$ cat config.mk
export PLATFORM = sky130hd
export DESIGN_NAME = pipe_skid_reg
export DESIGN_NICKNAME = d
export VERILOG_FILES = /design/src/rtl/pipe_skid_reg.sv
export SDC_FILE = /design/constraint.sdc
export NUM_CORES = 1
export LEC_CHECK = 0
export CAP_MARGIN = 20
export CORE_ASPECT_RATIO = 2
export CORE_MARGIN = 3
export CORE_UTILIZATION = 53
export DETAILED_ROUTE_END_ITERATION = 16
export GPL_TIMING_DRIVEN = 0
export PLACE_DENSITY = 0.92
export SETUP_SLACK_MARGIN = 0.15
export SKIP_LAST_GASP = 1
export SYNTH_ARGS = -nofsm -noshare
export SYNTH_HDL_FRONTEND = slang
export SYNTH_SLANG_ARGS = --single-unit
$ cat constraint.sdc
create_clock -name clk -period 5.94 [get_ports clk]
set_clock_uncertainty 0.15 [all_clocks]
set_input_delay 0.594 -clock clk [delete_from_list [all_inputs] [get_ports clk]]
set_output_delay 0.594 -clock clk [all_outputs]
set_load 0.02 [all_outputs]
$ cat src/rtl/pipe_skid_reg.sv
`default_nettype none
// ============================================================================
// Module   : pipe_skid_reg
// Brief    : Elastic pipeline register for stage boundaries, with a 2-entry
//            skid buffer (main + skid) and valid/ready handshakes on both
//            sides. in_ready is registered, so no combinational ready path
//            crosses from downstream to upstream.
// Revision : 1.0 - initial release
// ============================================================================
module pipe_skid_reg #(
  parameter int NBIT = 12
) (
  input  logic            clk,
  input  logic            reset,
  input  logic            flush_i,
  input  logic            in_valid_i,
  input  logic [NBIT-1:0] in_data_i,
  output logic            in_ready_o,
  output logic            out_valid_o,
  output logic [NBIT-1:0] out_data_o,
  input  logic            out_ready_i,
  output logic [1:0]      occupancy_o
);

  // The state encoding is the occupancy count, so occupancy_o reads it directly.
  typedef enum logic [1:0] {
    S_EMPTY = 2'd0,
    S_BUSY  = 2'd1,
    S_FULL  = 2'd2
  } state_e;

  state_e            state_q;
  logic [NBIT-1:0]   main_q;
  logic [NBIT-1:0]   skid_q;
  logic              in_ready_q;
  logic              out_valid_q;

  logic              w_in_fire;
  logic              w_out_fire;

  assign w_in_fire  = in_valid_i  & in_ready_q;
  assign w_out_fire = out_valid_q & out_ready_i;

  assign in_ready_o  = in_ready_q;
  assign out_valid_o = out_valid_q;
  assign out_data_o  = main_q;
  assign occupancy_o = state_q;

  // Storage FSM: state, data registers and the registered handshake outputs.
  // Flush outranks every handshake; a word offered alongside it is dropped.
  always_ff @(posedge clk or negedge reset) begin
    if (!reset) begin
      state_q     <= S_EMPTY;
      main_q      <= '0;
      skid_q      <= '0;
      in_ready_q  <= 1'b1;
      out_valid_q <= 1'b0;
    end else if (flush_i) begin
      state_q     <= S_EMPTY;
      main_q      <= '0;
      skid_q      <= '0;
      in_ready_q  <= 1'b1;
      out_valid_q <= 1'b0;
    end else begin
      case (state_q)
        S_EMPTY: begin
          if (w_in_fire) begin
            state_q     <= S_BUSY;
            main_q      <= in_data_i;
            out_valid_q <= 1'b1;
            in_ready_q  <= 1'b1;
          end
        end
        S_BUSY: begin
          if (w_in_fire && w_out_fire) begin
            // Pass-through: the departing word is replaced in the same cycle.
            main_q <= in_data_i;
          end else if (w_in_fire) begin
            // Downstream stalled: park the new word behind the main entry.
            state_q    <= S_FULL;
            skid_q     <= in_data_i;
            in_ready_q <= 1'b0;
          end else if (w_out_fire) begin
            // main_q keeps its last value; out_valid qualifies it.
            state_q     <= S_EMPTY;
            out_valid_q <= 1'b0;
            in_ready_q  <= 1'b1;
          end
        end
        S_FULL: begin
          // in_ready is low here, so only the drain side can move.
          if (w_out_fire) begin
            state_q    <= S_BUSY;
            main_q     <= skid_q;
            in_ready_q <= 1'b1;
          end
        end
        default: begin
          state_q     <= S_EMPTY;
          main_q      <= '0;
          skid_q      <= '0;
          in_ready_q  <= 1'b1;
          out_valid_q <= 1'b0;
        end
      endcase
    end
  end

endmodule
`default_nettype wire

# Word-level counts from Yosys, hierarchy flattened
# Cells that the tools add are included.
op_classes:
  bitwise_logic: 2
  muxes: 26
  n_eq_ne: 12
  n_reduce_logical: 8
ops:
  columns: ["operator", "count"]
  rows:
  - ["two-way mux 12 bit", 6]
  - ["case mux 12 bit (3 select lines)", 1]
  - ["case mux 12 bit (2 select lines)", 1]
  - ["!= test 3 bit (second input constant)", 7]
  - ["two-way mux 2 bit", 6]
  - ["two-way mux 1 bit", 9]
  - ["case mux 1 bit (3 select lines)", 2]
  - ["case mux 2 bit (3 select lines)", 1]
  - ["AND reduction 3 bit", 2]
  - ["AND reduction 5 bit", 1]
  - ["!= test 4 bit (second input constant)", 1]
  - ["AND reduction 4 bit", 1]
  - ["AND 1 bit", 2]
  - ["equality test 2 x 1 -> 1 bit (second input constant)", 1]
  - ["equality test 2 bit (second input constant)", 1]
  - ["logical NOT 2 bit", 1]
  - ["!= test 2 x 1 -> 1 bit (second input constant)", 1]
  - ["!= test 2 bit (second input constant)", 1]
  - ["AND reduction 2 bit", 1]
  - ["OR reduction 2 bit", 1]
  - ["logical AND 1 bit", 1]
word_totals:
  wordCells: 53
  input_bits: 17
  regBits: 28

# Longest topological paths before layout
logic_depth:
  depth_word: 6
  mapped_depth: 9
  ltp_nobuf: 6

# Worst setup path after synthesis
# No wires, ideal clock.
synth_path:
  path_kind: "reg-to-reg"
  from: "register state_q[0] (netlist: occupancy_o[0])"
  to: "register main_q[0] (netlist: out_data_o[0])"
  setup_time_ns: 0.132
  period_less_slack_ns: 2.340
  required_time_ns: 5.658
  slack_ns: 3.600
  stages_incl_launch_ff: 9
  t_arrival_ns: 2.058
  cell_sequence: "dfrtp_1 > inv_1 > clkbuf_1 > ha_1 > clkbuf_1 > a221oi_4 > buf_6 > mux2i_1 > nor2_1"
synth_between:
  elab_chain_cells: 3
  word_cells_on_any_way: 9
  cone_classes: "eq/ne (5); mux (2); reduce/logical (2)"
synth_rtl:
  columns: ["element", "line", "rtl"]
  rows:
  - ["start, declared", "32", "state_e state_q;"]
  - ["start signal, assigned", "53", "state_q <= S_EMPTY;"]
  - ["start signal, assigned", "59", "state_q <= S_EMPTY;"]
  - ["start signal, assigned", "68", "state_q <= S_BUSY;"]
  - ["equality test 2 x 1 -> 1 bit, or another cell as far along", "65", "case (state_q)"]
  - ["!= test 3 bit (no line) / case mux 12 bit (3 select lines) (equally long branches)", null, null]
  - ["AND reduction 3 bit (no line) / two-way mux 12 bit (equally long branches)", null, null]
  - ["end signal, assigned", "69", "main_q <= in_data_i;"]
  - ["end signal, assigned", "77", "main_q <= in_data_i;"]
  - ["end signal, assigned", "94", "main_q <= skid_q;"]
  - ["end, declared", "33", "logic [NBIT-1:0] main_q;"]
# Several ways; a longest one is shown, not always the timed one.
# A chain may end at the register's enable or synchronous reset.

# Worst setup path in the final report
layout_path:
  from: "register state_q[0] (netlist: occupancy_o[0])"
  to: "register main_q[6] (netlist: out_data_o[6])"
# Same word-level chain as after synthesis.

==> key figures <==
Synthesis
  • Synthesized Nets: 194
  • Post-synth ARST share: 100%
  • Number of synthesized flops with an enable pin: 0
  • Seq cells post-synth: 28
  • Register area share after synthesis: 45.7%
  • Synth Instances: 173
  • Post-Syn Area per Cell: 8.88 um2
  • Cell Area, Synth: 0.00154 mm2
  • Synth unique cells: 31
  • Synth warn: 0
  • Main flop type after synthesis: dfrtp_1

Clocking
  • H-tree depth: 1
  • Clk slew on worst S/H paths: 0.09 ns
  • Hold-fix buffers at CTS: 0
  • CTS tree: yes
  • Clock Latency Late Sink: 0.27 ns
  • Resized Gates After CTS: 0
  • Postcts setup bufs: 0
  • Clock buffer depth: 2
  • Root buffer cell: clkbuf_8
  • Total CTS buffers: 3
  • Sink Count: 28

Floorplanning
  • Site row count: 27
  • Core area: 0.00277 mm2
  • I/O Pins: 33
  • Chip Width: 44.1 um
  • Die Y: 82.1 um
  • Initial Util: 55.5%
  • Die ar.: 0.00362 mm2

Global route
  • Total GRT Usage: 26.6%
  • Remaining global-route overflow: 0
  • First-pass GRT wire length: 7.26 mm
  • Largest net degree at the start of global routing: 19
  • Number of global-route vias before repair: 1,538
  • Initial antenna violation count: 0

Placement
  • Routability cong.: 0.891
  • Post-DP HPWL: 2.86 mm
  • Port Buffer Count: 32
  • Pre-CTS WS: 3.21 ns

Timing
  • Slew at the pin closest to its max-slew limit: 0.594 ns
  • Max-slew headroom: 60.3%
  • Tcrit/Tclk final: 47.9%
  • Max Freq: 352 MHz
  • Fin Setup TNS: 0 ns
  • Hold Fails Final Rpt: 0
  • Min Tclk post-route: 2.84 ns
  • Final Slew Violations: 0
  • Final worst setup slack: 3.10 ns
  • Final setup fails: 0
  • RSZ-0062 raised after global routing: false

Worst setup path
  • CP required: 6.00 ns
  • Startpoint types: flip-flop
  • Crit end category: flip-flop
  • Crit path top cell by count: clkbuf_1
  • Crit Path Max Fanout: 11
  • Worst Path Arrival: 2.90 ns
  • CP Cell Sequence: inv_1 -> clkbuf_1 -> ha_1 -> clkbuf_1 -> buf_1 -> nand2_1 -> a21oi_1 -> mux2i_1 -> nor2_1
  • Max incr delay on CP: 0.50 ns
  • Critical path type: reg2reg
  • Buf/Inv on CP: 4
  • Slowest stage cell on the critical path: dfrtp_1
  • CP top delay family: buffers and inverters

Hold path
  • Hold Path Class: reg2reg

Power and ir drop
  • VDD IR max: 0.000326 V
  • LEAKAGE: 0.000826 uW
  • Pwr dens: 468 mW/mm2

Job
  • Max-Cap Viols: 0

Outcome
  • Status: finished clean

Finish
  • Area Growth Syn to Fin: 29.6%
  • Diode count: 0
  • Share of cells above drive strength 1: 6.19%
  • Layout Nets: 232

Drt
  • Average wire per standard cell: 17.6 um
  • Drt pass-1 iters: 4
  • Routed vias: 1,532
  • DR iter-0 viols: 63
  • Drt drc: 0
  • Drt via density: 6.41
  • Total Wirelength: 4.21 mm
  • Post-route ant nets: 0
layout make-up:
class,count,area [um2]
Multi-Input combinational cell,127,756
Clock buffer,3,41.3
Timing Repair Buffer,33,348
Buffer,15,67.6
Sequential cell,28,702
Inverter,3,11.3
Fill cell,212,778
Tap cell,29,36.3
Clock inverter,1,30.0
power breakdown:
group | internal, uW | total (uW) | switching, uW
combinational | 209 | 515 | 305
clock | 90.2 | 148 | 58.0
sequential | 234 | 270 | 36.0
tightest hold or removal path, delay by kind of cell (launching register included):
kind,cells,cell delay [ns]
and+or+nand+nor,1,0.08
DFF,1,0.36
muxes,1,0.07
synthesized netlist by cell type, types with 2 or more instances:
library cell / count / area share (%)
o21ai_1: 10 / 3.3
dfrtp_1: 27 / 44
a21oi_1: 27 / 8.8
buf_2: 2 / 0.65
a31oi_1: 2 / 0.81
nand4_1: 13 / 5.3
o21ai_0: 14 / 4.6
ha_1: 4 / 3.3
nand2_1: 15 / 3.7
inv_1: 2 / 0.49
mux2i_1: 12 / 7.8
clkbuf_1: 9 / 2.2
nor2_1: 17 / 4.2
buf_1: 2 / 0.49
path summary, 6_finish.rpt:
check	cells after the start	start	slack, ns	to
worst max-delay path	9	occupancy_o[0]	3.10	out_data_o[6]
worst min-delay path	2	out_data_o[0]	0.39	out_data_o[0]
worst max register to register	9	occupancy_o[0]	3.10	out_data_o[6]
worst min register to register	2	out_data_o[0]	0.39	out_data_o[0]
max in group asynchronous	2	reset	4.53	in_ready_o
min in group asynchronous	1	reset	0.54	out_data_o[5]
per-layer routing:
metal  vias up  global-route usage (%)  share of wire (%)
li1        695                       -                  -
met1       718                    33.5                 37
met2        95                    40.8                 52
met3        24                    4.56                7.0
met4         0                    17.8                4.1
met5         -                       0                  0
sequential cells by signal, summed over array words and instances, names as in the netlist:
signal and cells:
out_data_o 12, skid_q 12, occupancy_o 2, in_ready_o 1
out_valid_o 1
cells by family (layout without fill, tap and decap cells):
kind of cell	count (synthesis)	count (layout)	share of synthesized area (%)
AND/OR/NAND/NOR	50	50	15.1
flip-flops	28	28	45.7
multiplexers	13	13	8.55
buffers and inverters	18	55	5.13
adder cells (fa/ha/maj)	4	4	3.26
XOR/XNOR	1	1	0.570
AO/OA/AOI/OAI	59	59	21.7
stage by stage:
stage	instances	util (%)	hold WS, ns	power, uW	instance area, um2
3_3_place_gp	234	68.3	0.358	762	1890
6_report	239	71.9	0.386	933	1990
5_1_grt	239	71.9	0.428	999	1990
2_1_floorplan	173	-	0.148	599	1540
4_1_cts	239	71.9	0.396	928	1990
3_5_place_dp	235	69.3	0.365	770	1920
cells in the final DEF, fill, tap and decap left out, types with 2 or more instances in the layout:
cell	n
a31oi_1	2
nand4_1	13
clkbuf_8	3
ha_1	4
o21ai_0	14
mux2i_1	12
dfrtp_1	27
clkdlybuf4s50_1	32
nand2_1	15
nor2_1	17
o21ai_1	10
buf_1	2
a21oi_1	27
inv_1	2
clkbuf_1	9
buf_2	2
No activity file was read; power rests on OpenSTA's default activity.
==> edit 1: new RTL, same flow settings <==
Change the parameter `NBIT` from 12 to 11.
--- a/src/rtl/pipe_skid_reg.sv
+++ b/src/rtl/pipe_skid_reg.sv
@@ -9,5 +9,5 @@
 // ============================================================================
 module pipe_skid_reg #(
-  parameter int NBIT = 12
+  parameter int NBIT = 11
 ) (
   input  logic            clk,
Ports: changed (resized in_data_i and out_data_o); port bits go from 33 to 31. No check against the original RTL was run, so the function may have changed too.
==> edit 1 against the unedited design <==
  * Setup slack gained 0.56 ns
  * Non-clock buffer count shrank 8
  * Total power shrank 19%
  * Area after synthesis shrank 12%
  * Core utilization grew 1.3 points
  * Design area shrank 11%
  * Routed wire length shrank 14%
  * Sequential cell count shrank 2
  * Clock power shrank 29%
  * Largest power group unchanged
==> edit 1: results (changes against the unedited design) <==
* Status: finished, final reports clean
* Largest net degree at the start of global routing at 17 (-2)
* Largest cell class: flip-flops and latches
* Fillers at 174 (-18%)
* First-pass GRT wire length at 5800 µm (-20%)
* Comb_multi_in at 98 (-23%)
* Syn_area_per_cell at 9.84 µm² (+11%)
* Register area at 652 µm² (-7.1%)
* Final setup margin at 3.66 ns (+0.560 ns)
* Half-perimeter wire length after placement at 2720 µm (-5.0%)
* P_leak at 0.782 nW (-5.3%)
* Sequential cell power at 0.000248 W (-8.1%)
* FF-to-FF path depth at 7 (-2)
* Die area at 3240 µm² (-10%)
* Multi-input gate area at 632 µm² (-16%)
* Relative slew slack at 0.582 (-0.0204)
* Switching part of the total power at 0.415 (-0.0138)
* PwrDens at 429 nW/µm² (-8.4%)
* Clock buf/inv share at 0.0255 (-0.0103)
* CP max FO at 10 (-1)
* Worst hold slack at 0.359 ns (-0.0267 ns)
* Type of the worst setup path: in -> reg
* Number of global-route vias before repair at 1290 (-16%)
* Maximum vdd drop at 0.000286 V (-12%)
* Worst path max stage delay at 0.56 ns (+0.06 ns)
* GRT Util Overall at 0.231 (-0.0349)
* Ranking of synthesized cells by area: dfrtp_1 (46%), mux2i_1 (8.1%), a22o_1 (7.1%)
* Placed instance area at 1720 µm² (-10%)
* Port Buffers at 30 (-6.3%)
* Register area share after synthesis at 0.480 (+0.0233)
* CP Data Arrival Time at 2.29 ns (-0.61 ns)
* Final net count at 194 (-16%)
* Hold Crit Start: skid_q[9]
* DR vias at 1260 (-18%)
* Inverters, non-clock at 5 (+2)
* GPL Wtd Cong at 0.924 (+3.8%)
* Syn_nets at 158 (-19%)
* Buffering overhead at 0.217 (+0.00848)
* Internal power component at 0.000443 W (-17%)
* Synth cell count leaders: dfrtp_1 (25), a21oi_1 (18), nand2_1 (13), nor2_1 (13), o21ai_0 (13)
* Non-clk bufs at 40 (-17%)
* Clock root buffer: clkbuf_8
* Hold Path End: skid_q[9]
* Placed cells at 196 (-17%)
* Yosys cell types at 29 (-6.5%)
* Initial DRT Pass Iterations at 4 (unchanged)
* CTS Sinks at 26 (-7.1%)
* Wire per inst at 18.1 µm (+2.6%)
* Worst Hold Path Cells at 1 (-1)
* Clock power frac at 0.138 (-0.021)
* Layout cells sized above 1 at 0.0751 (+0.0132)
* Fin cells at 200 (-16%)
## edit 1: cell types whose count changed after synthesis, sizes merged, moves of 4 or more
| cell | delta |
|---|---|
| clkbuf | -7 |
| nand4 | -12 |
| o21ai | -11 |
| a22o | +11 |
| nor2 | -4 |
| a21oi | -9 |
## edit 1: per-layer routing
layer | wire length [µm] | GRT usage | vias to the layer above
met5 | 0 | 0 | -
met4 | 128 | 0.119 | 0
met3 | 173 | 0.0441 | 13
met2 | 2010 | 0.432 | 66
met1 | 1310 | 0.228 | 611
li1 | - | - | 570
## edit 1: kinds of logic (layout without fill, tap and decap cells)
| kind of cell | count (synthesis) | in the layout | synth area share |
|---|---|---|---|
| compound gates | 51 | 51 | 0.245 |
| simple gates | 31 | 31 | 0.0940 |
| flops | 26 | 26 | 0.480 |
| buf+inv | 14 | 49 | 0.0544 |
| mux | 12 | 12 | 0.0894 |
| fa+ha+maj | 4 | 4 | 0.0369 |
==> edit 2: new RTL, same flow settings <==
Made on the original files. Reset style: synchronous (`reset`), changed in one clocked block.
--- a/src/rtl/pipe_skid_reg.sv
+++ b/src/rtl/pipe_skid_reg.sv
@@ -49,5 +49,5 @@
   // Storage FSM: state, data registers and the registered handshake outputs.
   // Flush outranks every handshake; a word offered alongside it is dropped.
-  always_ff @(posedge clk or negedge reset) begin
+  always_ff @(posedge clk) begin
     if (!reset) begin
       state_q     <= S_EMPTY;
Formal check against the unedited RTL: differs if reset is asserted again (counterexample within 4 cycles, from zero or initial values and one cycle with reset low); with reset held inactive, the same outputs for 10 cycles.
==> edit 2 against the unedited design <==
  * Count of clock-buffer cells in the layout did not move
  * Area after synthesis fell by 7.2%
  * Sequential cell count did not move
  * Via count fell by 4.4%
  * Design area fell by 7.0%
  * Routed wire length fell by 10%
  * Die area fell by 6.5%
  * Global-route usage fell by 2.7 points
  * Highest routed layer unchanged
  * Cell count fell by 0.84%
  * First-iteration DRC count rose by 1.6%
  * Setup slack improved by 0.51 ns
  * Hold slack got worse by 0.049 ns
  * Synthesized cell count did not move
Power is not compared: it rests on default switching activity, and its combinational part moved more than twofold at a synthesized area within 25%.
==> edit 2: results (changes against the unedited design) <==
* M2 GR Usage at 0.408 (about the same)
* Grt met3 use at 0.0385 (-0.00700)
* Buffering overhead at 0.204 (-0.00449)
* Fraction of area in multi-input gates at 0.432 (+0.0524)
* Syn_nets at 196 (+1.0%)
* Fillers at 205 (-3.3%)
* WL met2 at 2090 µm (-5.2%)
* Largest net degree at the start of global routing at 17 (-2)
* Status: finished, final reports clean
* Worst hold slack at 0.337 ns (-0.0488 ns)
* Hold Path End: skid_q[9]
* Reg2Reg Launch Point: occupancy_o[0]
* Half-perimeter wire length after placement at 2770 µm (-3.3%)
* Vias per cell at 6.18 (-3.6%)
* CP max FO at 10 (-1)
* FF-to-FF path depth at 7 (-2)
* Hold Crit Start: skid_q[9]
* Non-clk bufs at 45 (-6.3%)
* Met3 WL post-DR at 257 µm (-13%)
* Met1 usage in global routing at 0.246 (-0.0886)
* Inverters, non-clock at 2 (-1)
* P_leak at 0.645 nW
* Synth cell count leaders: dfxtp_1 (28), a21oi_1 (27), o21ai_0 (25)
* Post-Synth XOR/XNOR Area at 0 (-0.00570)
* Register-to-register setup slack at 3.61 ns (+0.51 ns)
* Multiplexer area fraction after synthesis at 0.0913 (+0.00580)
* Number of global-route vias before repair at 1462 (-4.9%)
* Worst-Margin Slew at 0.500 ns (-0.0937 ns)
* Comb_multi_in at 130 (+2.4%)
* Global routing's busiest layer: met2
* Layout cells sized above 1 at 0.0431 (-0.0188)
* Post-synth ARST share at 0 (-1.00)
* Port Buffers at 32 (unchanged)
* Initial DRC count at 64 (+1.6%)
* GPL Wtd Cong at 0.827 (-7.2%)
* Ranking of synthesized cells by area: dfxtp_1 (39%), a21oi_1 (9.5%), mux2i_1 (9.1%)
* Reg2reg end: out_data_o[9]
* Yosys cell types at 26 (-16%)
* Final net count at 233 (+0.43%)
* DRT Wirelength at 3790 µm (-10%)
* Post-synthesis compound-gate area fraction at 0.250 (+0.0328)
* GRT Util Overall at 0.238 (-0.0275)
* Hold/Removal Path Class: reg -> reg
* Register area at 561 µm² (-20%)
## edit 2: cell types whose count changed in the layout (fill, tap and decap cells not counted), sizes merged, moves of 3 or more
cell	unedited run	this run
buf	6	2
dfrtp	27	0
dfxtp	0	28
nor2	17	14
## edit 2: critical path: stages, from the launching register on
cell and delay [ns]:
dfxtp_1 0.45, inv_1 0.12, ha_1 0.29, a21boi_1 0.21, a2111oi_4 0.48, buf_6 0.24
mux2i_1 0.21, nor2_1 0.06
## edit 2: stage by stage
| step | worst slack, ns | util | total power (W) | area, µm² | instances |
|---|---|---|---|---|---|
| 2_1_floorplan | 3.73 | - | 0.000252 | 1430 | 173 |
| 4_1_cts | 3.62 | 0.721 | 0.000432 | 1850 | 237 |
| 6_report | 3.61 | 0.721 | 0.000431 | 1850 | 237 |
| 3_5_place_dp | 3.41 | 0.693 | 0.000285 | 1780 | 233 |
| 3_3_place_gp | 3.44 | 0.693 | 0.000282 | 1780 | 233 |
| 5_1_grt | 3.46 | 0.721 | 0.000448 | 1850 | 237 |
## edit 2: how the worst max path moves through the flow
stage | start | endpoint | slack, ns | cells after the start
3_5_place_dp | out_ready_i | out_data_o[9] | 3.41 | 6
4_1_cts | occupancy_o[0] | out_data_o[9] | 3.62 | 7
2_1_floorplan | occupancy_o[0] | out_data_o[0] | 3.73 | 7
5_1_grt | occupancy_o[0] | out_data_o[9] | 3.46 | 7
3_3_place_gp | out_ready_i | out_data_o[1] | 3.44 | 6
6_report | occupancy_o[0] | out_data_o[9] | 3.61 | 7
## edit 2: power by group
part	total (W)	switching, W	internal (W)
clock	0.000149	0.0000591	0.0000903
sequential	0.000196	0.00000347	0.000193
combinational	0.0000851	0.0000455	0.0000396
